`config.mk`:
```
export PLATFORM = sky130hd
export DESIGN_NAME = freq_period_meter
export DESIGN_NICKNAME = d
export VERILOG_FILES = /design/src/rtl/freq_period_meter.sv
export SDC_FILE = /design/constraint.sdc
export NUM_CORES = 1
export LEC_CHECK = 0
export ABC_AREA = 1
export BUFFER_PORTS_ARGS = -buffer_cell sky130_fd_sc_hd__buf_2
export CAP_MARGIN = 40
export CORE_MARGIN = 1.5
export CORE_UTILIZATION = 32
export CTS_BUF_LIST = sky130_fd_sc_hd__clkbuf_4 sky130_fd_sc_hd__clkbuf_8 sky130_fd_sc_hd__clkbuf_16
export DETAILED_ROUTE_END_ITERATION = 16
export PLACE_DENSITY = 0.57
export SLEW_MARGIN = 40
export SYNTH_ARGS = -nofsm -noshare
export SYNTH_HDL_FRONTEND = slang
export SYNTH_SLANG_ARGS = --single-unit
```
`constraint.sdc`:
```
create_clock -name CLK -period 3.5 [get_ports CLK]
set_input_delay 0.525 -clock CLK [delete_from_list [all_inputs] [get_ports CLK]]
set_output_delay 0.525 -clock CLK [all_outputs]
set_load 0.02 [all_outputs]
```
`src/rtl/freq_period_meter.sv`:
```
// Single-channel frequency/period meter.
// Measures high/low time of an asynchronous square wave in CLK cycles,
// optionally averages over 2^AVG_LOG2 periods, then derives the frequency
// with a 32-cycle restoring divider. Results and flags update only on a
// completed division or on a counter-saturation timeout.
module freq_period_meter #(
  parameter int          CNT_W    = 16,
  parameter int          FREQ_W   = 12,
  parameter logic [31:0] CLK_HZ   = 32'd100000000,
  parameter int          AVG_LOG2 = 0
) (
  input  logic              CLK,
  input  logic              RST_N,
  input  logic              EN,
  input  logic              IN,
  output logic [CNT_W-1:0]  on_count,
  output logic [CNT_W-1:0]  off_count,
  output logic [CNT_W:0]    period,
  output logic [FREQ_W-1:0] freq,
  output logic              valid,
  output logic              timeout,
  output logic              overflow
);

  localparam int                SUM_W   = CNT_W + AVG_LOG2;
  localparam logic [CNT_W-1:0]  C_MAXM1 = {{(CNT_W-1){1'b1}}, 1'b0};
  localparam logic [AVG_LOG2:0] C_NPER  = (AVG_LOG2+1)'(1) << AVG_LOG2;

  typedef enum logic [2:0] {S_IDLE, S_ARM, S_MEAS, S_DIV, S_DONE} state_t;

  state_t              r_state;
  logic                r_s1, r_s2, r_sd;
  logic [CNT_W-1:0]    r_hi, r_lo;
  logic [SUM_W-1:0]    r_hsum, r_lsum;
  logic [AVG_LOG2:0]   r_npr;
  logic [CNT_W-1:0]    r_mon, r_moff;
  logic [CNT_W:0]      r_div;
  logic [CNT_W:0]      r_rem;
  logic [31:0]         r_quo;
  logic [4:0]          r_bit;
  logic [CNT_W-1:0]    r_on, r_off;
  logic [CNT_W:0]      r_period;
  logic [FREQ_W-1:0]   r_freq;
  logic                r_valid, r_timeout, r_overflow;

  logic                w_rise;
  logic [SUM_W-1:0]    w_hsum_nx, w_lsum_nx;
  logic [AVG_LOG2:0]   w_npr_nx;
  logic [CNT_W-1:0]    w_on, w_off;
  logic [CNT_W+1:0]    w_rem_sh;
  logic                w_ge;
  logic [CNT_W:0]      w_rem_nx;
  logic [31:0]         w_quo_nx;
  logic                w_fsat;

  // Two-flop synchroniser plus a delayed copy for rising-edge detection
  always_ff @(posedge CLK or negedge RST_N) begin
    if (!RST_N) begin
      r_s1 <= 1'b0;
      r_s2 <= 1'b0;
      r_sd <= 1'b0;
    end else begin
      r_s1 <= IN;
      r_s2 <= r_s1;
      r_sd <= r_s2;
    end
  end

  assign w_rise    = r_s2 & ~r_sd;

  // Period accumulation; the average is the top CNT_W bits of each sum
  assign w_hsum_nx = r_hsum + SUM_W'(r_hi);
  assign w_lsum_nx = r_lsum + SUM_W'(r_lo);
  assign w_npr_nx  = r_npr + (AVG_LOG2+1)'(1);
  assign w_on      = w_hsum_nx[SUM_W-1:AVG_LOG2];
  assign w_off     = w_lsum_nx[SUM_W-1:AVG_LOG2];

  // One restoring-division step: dividend bits shift out of r_quo's top
  // while quotient bits shift in at the bottom.
  assign w_rem_sh  = {r_rem, r_quo[31]};
  assign w_ge      = (w_rem_sh >= {1'b0, r_div});
  assign w_rem_nx  = w_ge ? (w_rem_sh[CNT_W:0] - r_div) : w_rem_sh[CNT_W:0];
  assign w_quo_nx  = {r_quo[30:0], w_ge};
  assign w_fsat    = |w_quo_nx[31:FREQ_W];

  // Measurement/division FSM with registered results and flags
  always_ff @(posedge CLK or negedge RST_N) begin
    if (!RST_N) begin
      r_state    <= S_IDLE;
      r_hi       <= '0;
      r_lo       <= '0;
      r_hsum     <= '0;
      r_lsum     <= '0;
      r_npr      <= '0;
      r_mon      <= '0;
      r_moff     <= '0;
      r_div      <= '0;
      r_rem      <= '0;
      r_quo      <= '0;
      r_bit      <= '0;
      r_on       <= '0;
      r_off      <= '0;
      r_period   <= '0;
      r_freq     <= '0;
      r_valid    <= 1'b0;
      r_timeout  <= 1'b0;
      r_overflow <= 1'b0;
    end else begin
      r_valid <= 1'b0;
      if (!EN) begin
        r_state <= S_IDLE;
      end else begin
        case (r_state)
          S_IDLE: r_state <= S_ARM;
          S_ARM: begin
            if (w_rise) begin
              r_hi    <= CNT_W'(1);
              r_lo    <= '0;
              r_hsum  <= '0;
              r_lsum  <= '0;
              r_npr   <= '0;
              r_state <= S_MEAS;
            end
          end
          S_MEAS: begin
            if (w_rise) begin
              // the rise cycle itself is the first high cycle of the next period
              r_hi   <= CNT_W'(1);
              r_lo   <= '0;
              r_hsum <= w_hsum_nx;
              r_lsum <= w_lsum_nx;
              r_npr  <= w_npr_nx;
              if (w_npr_nx == C_NPER) begin
                r_mon   <= w_on;
                r_moff  <= w_off;
                r_div   <= {1'b0, w_on} + {1'b0, w_off};
                r_rem   <= '0;
                r_quo   <= CLK_HZ;
                r_bit   <= '0;
                r_state <= S_DIV;
              end
            end else if (r_s2 ? (r_hi == C_MAXM1) : (r_lo == C_MAXM1)) begin
              // a counter would hit all-ones: report the stuck input and re-arm
              r_on       <= '1;
              r_off      <= '1;
              r_period   <= '1;
              r_freq     <= '0;
              r_timeout  <= 1'b1;
              r_overflow <= 1'b0;
              r_valid    <= 1'b1;
              r_state    <= S_ARM;
            end else if (r_s2) begin
              r_hi <= r_hi + CNT_W'(1);
            end else begin
              r_lo <= r_lo + CNT_W'(1);
            end
          end
          S_DIV: begin
            r_rem <= w_rem_nx;
            r_quo <= w_quo_nx;
            r_bit <= r_bit + 5'd1;
            if (r_bit == 5'd31) begin
              // final quotient bit is formed this cycle, so publish directly
              r_on       <= r_mon;
              r_off      <= r_moff;
              r_period   <= r_div;
              r_freq     <= w_fsat ? '1 : w_quo_nx[FREQ_W-1:0];
              r_overflow <= w_fsat;
              r_timeout  <= 1'b0;
              r_valid    <= 1'b1;
              r_state    <= S_DONE;
            end
          end
          S_DONE:  r_state <= S_ARM;
          default: r_state <= S_IDLE;
        endcase
      end
    end
  end

  assign on_count  = r_on;
  assign off_count = r_off;
  assign period    = r_period;
  assign freq      = r_freq;
  assign valid     = r_valid;
  assign timeout   = r_timeout;
  assign overflow  = r_overflow;

endmodule

```
==> flow_summary.ini, run 1 <==
[job]
cap_viol_max_count = 0

[power]
cellLeakagePower_uw = 0.00738
p_switching_uw = 4380
power_frac_seq = 0.354
vdd_drop_max_mv = 0.403
p_int_uw = 6840
power_frac_clock = 0.277
sw_frac_of_total = 0.390
power_density_nw_per_um2 = 733
power_frac_comb = 0.370

[timing]
hold_viol = 0
rsz0062_at_grt = true
skew_ns = 0.0365
maxSlewViolCount = 0
clock.fmax_ghz = 0.304
timing.hold.ws_ns = 0.0918
finalCritPeriodShare = 0.939
setup_viol = 0
period_minus_slack_ns = 3.29
tightest_slew_ns = 0.705
finalSetupTns_ns = 0
slew_headroom = 0.529

[clock_tree]
cts.htree.levels = 1
cts_root_buffer = clkbuf_16
clk_pin_slew_ns = 0.06
cts_sinks = 238
insertion_delay_ns = 0.57
tritoncts = yes
clk_path_buf_depth = 3
cts-buffers-inserted = 28

[outcome]
status = complete, no violations

[logic_synthesis]
syn_area_per_cell_sq_um = 8.13
seq_area_frac_synth = 0.451
ys_ff_latch = 238
synth_warnings = 0
post-synth-top-area-cell = dfrtp_1
ys_top_cells_by_count = 400 x nand2_1, 238 x dfrtp_1, 196 x inv_1
syn_inst = 1625
yosys.area.top_type_share = 0.451
async_reset_ff_frac = 1.00
synth_flop_cell = dfrtp_1
syn_area_sq_um = 13200
syn_nets = 1698
yosys.cell_count.top_type = nand2_1
yosysUniqueCellTypes = 55
synth_area_leaders = dfrtp_1 45%, nand2_1 11%, ha_1 6.2%
synth-edff-count = 0

[final_layout]
fill_cells = 4222
post-route-util = 0.376
post-route-cell-area_sq_um = 15300
seq_area_sq_um = 5960
fin_nets = 1774
area_growth_pct = 15.8
drive_above_1_share = 0.113
multi_input_area_sq_um = 6270

[die]
die_x_um = 206
die_area_sq_um = 42500
fp.dieH_um = 206
rows = 74
ios = 68
core_area_sq_um = 40700
start_util = 0.324

[worst_setup_path]
crit_type = flip-flop to flip-flop
arrival_ns = 3.73
cp-start-kind = flip-flop
required_ns = 3.94
rrSetupSlack_ns = 0.21
cp-end-kind = flip-flop
slowest_delay_ns = 0.42
r2r_cells = 20
cp_common_cell = nand2_1
worstPathMaxFanout = 4
cp_cell_sequence = ha_1, fa_2, nand3_1, nand3_2, a21oi_2, xnor2_2, ha_1, inv_1, nor3_1, nand2_1, a21oi_2, nand3_1, nand2_1, nand2_1, nand2_1, nand2_1, nand2_1, nand2_1, nand3_1, o21ai_1
cpMaxStageDelayCell = dfrtp_1

[route]
avgRoutedWirePerCell_um = 16.2
dr.pass1.iters = 6
vias_per_cell = 4.98
drtIter0Drc = 873
drt_drc_violations_left = 0
routed_wl_um = 36500
antenna_left = 0
vias = 11200

[global_route]
grt_pass1_vias = 11100
antenna_found_initial = 1
gr-total-overflow = 0
track_usage = 0.174
grt_max_degree = 100
grt_first_pass_wirelength_um = 59000

[place]
placed_area_sq_um = 14200
place_congestion = 0.923
dp_hpwl_um = 27100
portBuffers = 67

[worst_hold_path]
min_path_type = input pin to flip-flop
min_path_cells = 1
stage by stage:
step                setup slack [ns]  total power [uW]  std cells
floorplan                      0.487              6860       1625
global placement               0.191              8090       2199
detailed placement             0.101              8150       2199
CTS                            0.120             11300       2249
global route                 -0.0815             12100       2253
finish                         0.214             11200       2254
final timing paths:
path / from / to
worst max-delay path: r_lo[0] / r_div[13]
worst min-delay path: IN / r_s1
worst max register to register: r_lo[0] / r_div[13]
worst min register to register: r_s1 / r_s2
max in group asynchronous: RST_N / period[10]
min in group asynchronous: RST_N / freq[2]
cell families (layout without fill, tap and decap cells):
logic type | after synthesis | count (layout) | share of synthesized area
buf+inv | 259 | 355 | 0.0773
simple gates | 692 | 692 | 0.223
xor+xnor | 53 | 53 | 0.0351
compound gates | 314 | 314 | 0.146
flops | 238 | 238 | 0.451
fa+ha+maj | 69 | 69 | 0.0676
other cells | 0 | 1 | 0
metal layers:
metal / global-route usage / share of wire / up-vias
li1: - / - / 5530
met1: 0.234 / 0.46 / 5403
met2: 0.296 / 0.47 / 229
met3: 0.0276 / 0.047 / 53
met4: 0.0352 / 0.018 / 2
met5: 0 / 0.00036 / -
cells in the final DEF, fill, tap and decap left out, types with 15 or more instances in the layout:
cell,count
nand2_1,400
xor2_1,32
nand3_1,80
nand4_1,23
dfrtp_1,238
inv_1,195
buf_4,24
nor2_1,130
clkbuf_16,28
nor3_1,21
o22a_1,15
o21ai_0,93
ha_1,64
a21oi_1,86
buf_2,66
xnor2_1,19
o21ai_1,27
cell type report:
type                            instances  area share
Clock inverter                         10      0.0116
Multi-Input combinational cell       1128       0.410
Tap cell                              532      0.0435
Inverter                              209      0.0518
Clock buffer                           40      0.0533
Timing Repair Buffer                   96      0.0402
Sequential cell                       238       0.389
Antenna cell                            1    0.000164
sequential cells by signal, indices dropped and copies added (netlist names), 17 cells and up:
signal  cells
period     17
r_div      17
r_quo      32
r_rem      17
critical path: cells and delay by family (launching register included):
family	cells	cell delay [ns]
AOI/OAI and AO/OA	3	0.44
buffers and inverters	1	0.09
adders and majority gates	3	1.01
xor gates and xnor gates	1	0.11
DFF	1	0.42
and+or+nand+nor	12	1.10
power groups by stage:
stage	registers (uW)	clock network [uW]	logic (uW)
finish	3970	3110	4150
global route	4060	3300	4710
CTS	3970	3180	4160
detailed placement	4010	0	4130
global placement	4000	0	4100
floorplan	4310	0	2560
timing repair:
| action | CTS | global route |
|---|---|---|
| endpoints found under the setup margin | 0 | 6 |
| hold buffers | 0 | 1 |
| gates resized for setup | 0 | 8 |
| setup buffers | 0 | 1 |
| endpoints found under the hold margin | 0 | 37 |
(Power assumes the default switching activity.)
==> run 2, diff against run 1 <==
Settings changed: ABC_AREA 1 to unset.
==> flow_summary.ini, run 2 <==
[outcome]
status = finished, violations left
violations = negative setup slack

[worst_setup_path]
arrival_ns = 4.23
cp_cell_sequence = ha_2, fa_2, a21o_1, buf_6, a221oi_4, o21ai_2, a2111oi_4, a211oi_4, xnor2_2, inv_2, ha_4, nand2b_4, nor3_4, nor4b_2, or4_1, o211ai_2
r2r_cells = 16
required_ns = 3.99
cp.depth = 16
path_buf_inv = 2
cpMaxStageDelayCell = or4_1
cp-start-kind = flip-flop
cp_top_family = compound AO/OA/AOI/OAI gates
r2r-start = r_hsum[0]
rrSetupSlack_ns = -0.24
cp-end-kind = flip-flop
r2r-end = r_div[15]
slowest_delay_ns = 0.49
worstPathMaxFanout = 2
crit_type = flip-flop to flip-flop

[route]
avgRoutedWirePerCell_um = 16.4
routed_wl_um = 33400
dr.pass1.iters = 5
vias = 10300
vias_per_cell = 5.04
antenna_left = 0
drt_drc_violations_left = 0
drtIter0Drc = 556

[power]
p_int_uw = 4770
vdd_drop_max_mv = 0.345
cellLeakagePower_uw = 0.00765
p_switching_uw = 1630
power_frac_seq = 0.453
power_density_nw_per_um2 = 411
power_frac_comb = 0.103
sw_frac_of_total = 0.254
power_frac_clock = 0.444

[logic_synthesis]
async_reset_ff_frac = 1.00
seq_area_frac_synth = 0.477
synth_flop_cell = dfrtp_1
yosysUniqueCellTypes = 77
syn_area_per_cell_sq_um = 9.48
ys_top_cells_by_count = 255 x nand2_1, 238 x dfrtp_1, 115 x o21ai_0
post-synth-top-area-cell = dfrtp_1
syn_inst = 1317
synth_area_leaders = dfrtp_1 48%, nand2_1 7.7%, ha_1 6.5%
ys_ff_latch = 238
yosys.area.top_type_share = 0.477
synth_warnings = 0
synth-edff-count = 0
syn_nets = 1390
syn_area_sq_um = 12500
yosys.cell_count.top_type = nand2_1

[global_route]
grt_util_met3 = 0.0235
grt.busiest_layer = met2
grt_max_degree = 81
gr-total-overflow = 0
grt_first_pass_wirelength_um = 55300
grt_pass1_vias = 10300
antenna_found_initial = 0
met2_usage = 0.277
use_met1 = 0.230
track_usage = 0.167

[final_layout]
final_common_cell = nand2_1
seq_area_sq_um = 5960
num_antenna_cells = 0
area_growth_pct = 24.8
fin_nets = 1571
mostFrequentLayoutCells = 255 x nand2_1, 238 x dfrtp_1, 130 x buf_4
drive_above_1_share = 0.211
multi_input_area_sq_um = 6420
post-route-cell-area_sq_um = 15600
post-route-util = 0.404
top_register = r_quo
fill_cells = 3898
largest_reg_flops = 32

[clock_tree]
cts.htree.levels = 1
clk_pin_slew_ns = 0.06
tritoncts = yes
cts-buffers-inserted = 28
insertion_delay_ns = 0.57
clk_path_buf_depth = 3
cts_sinks = 238
cts_root_buffer = clkbuf_16

[die]
ios = 68
die_x_um = 201
die_area_sq_um = 40200
core_area_sq_um = 38600
start_util = 0.324
rows = 72
fp.dieH_um = 201

[timing]
period_minus_slack_ns = 3.74
rsz0062_at_grt = true
setup_viol = 7
clock.fmax_ghz = 0.267
timing.hold.ws_ns = 0.0959
tightest_slew_ns = 0.697
finalSetupTns_ns = -0.829
finalCritPeriodShare = 1.07
setup_slack_ns = -0.242
slew_headroom = 0.534
skew_ns = 0.0388
maxSlewViolCount = 0
hold_viol = 0

[place]
placed_area_sq_um = 14300
place_congestion = 0.916
dp_hpwl_um = 24200
portBuffers = 67

[job]
cap_viol_max_count = 0

[worst_hold_path]
holdPathEnd = r_s1
min_path_cells = 1
min-delay-start = IN
min_path_type = input pin to flip-flop
-- run 2: changes by cell type after synthesis, moves of 21 or more --
| cell | before | now |
|---|---|---|
| buf_2 | 29 | 3 |
| nand2_1 | 400 | 255 |
| o21ai_1 | 27 | 6 |
| a21oi_1 | 88 | 57 |
| inv_1 | 196 | 48 |
| o21ai_0 | 93 | 115 |
| clkbuf_1 | 16 | 47 |
| nor2_1 | 130 | 74 |
| a22o_1 | 2 | 27 |
| o22a_1 | 15 | 36 |
| nand3_1 | 80 | 27 |
-- run 2: worst max path at each step --
stage,slack (ns),from,end
3_3_place_gp,-0.24,r_hsum[0],r_div[15]
5_1_grt,-0.43,r_hsum[0],r_div[15]
4_1_cts,-0.22,r_hi[0],r_div[15]
6_report,-0.24,r_hsum[0],r_div[15]
3_5_place_dp,-0.32,r_hsum[0],r_div[15]
2_1_floorplan,-0.14,r_hi[0],r_div[15]
-- run 2: power by group through the flow --
stage / sequential [uW] / clock (uW) / combinational [uW]
6_report: 2900 / 2840 / 661
3_5_place_dp: 2950 / 0 / 628
3_3_place_gp: 2940 / 0 / 618
4_1_cts: 2900 / 2940 / 632
2_1_floorplan: 2930 / 0 / 410
5_1_grt: 2910 / 3070 / 746
-- run 2: repair_timing --
action,in CTS,in global routing
setup buffers,4,10
hold endpoints to repair,23,0
endpoints found under the setup margin,8,20
pin swaps,19,25
hold buffers,1,0
resized for setup,33,24
-- run 2: final cells by class --
class / instances / area share
Clock buffer: 39 / 0.0535
Clock inverter: 12 / 0.00546
Inverter: 50 / 0.0120
Multi-Input combinational cell: 973 / 0.412
Sequential cell: 238 / 0.382
Tap cell: 518 / 0.0416
Timing Repair Buffer: 207 / 0.0936
-- run 2: per-layer routing --
metal	routed length [um]	up-vias
met5	0	-
met4	665	0
met3	1320	45
met2	15600	165
met1	15800	5016
li1	-	5047
-- run 2: cells by family after synthesis --
logic type / count (synthesis) / synth area share
buf+inv: 106 / 0.0340
mux: 13 / 0.0107
xor+xnor: 63 / 0.0454
simple gates: 474 / 0.171
flops: 238 / 0.477
compound gates: 352 / 0.189
fa+ha+maj: 71 / 0.0732
-- run 2: per-stage QoR --
stage | total power (uW) | instances | worst slack [ns]
after global routing | 6720 | 2037 | -0.426
final | 6400 | 2037 | -0.242
after detailed placement | 3570 | 1972 | -0.324
after CTS | 6470 | 2028 | -0.215
after floorplan | 3340 | 1317 | -0.141
after global placement | 3560 | 1972 | -0.236
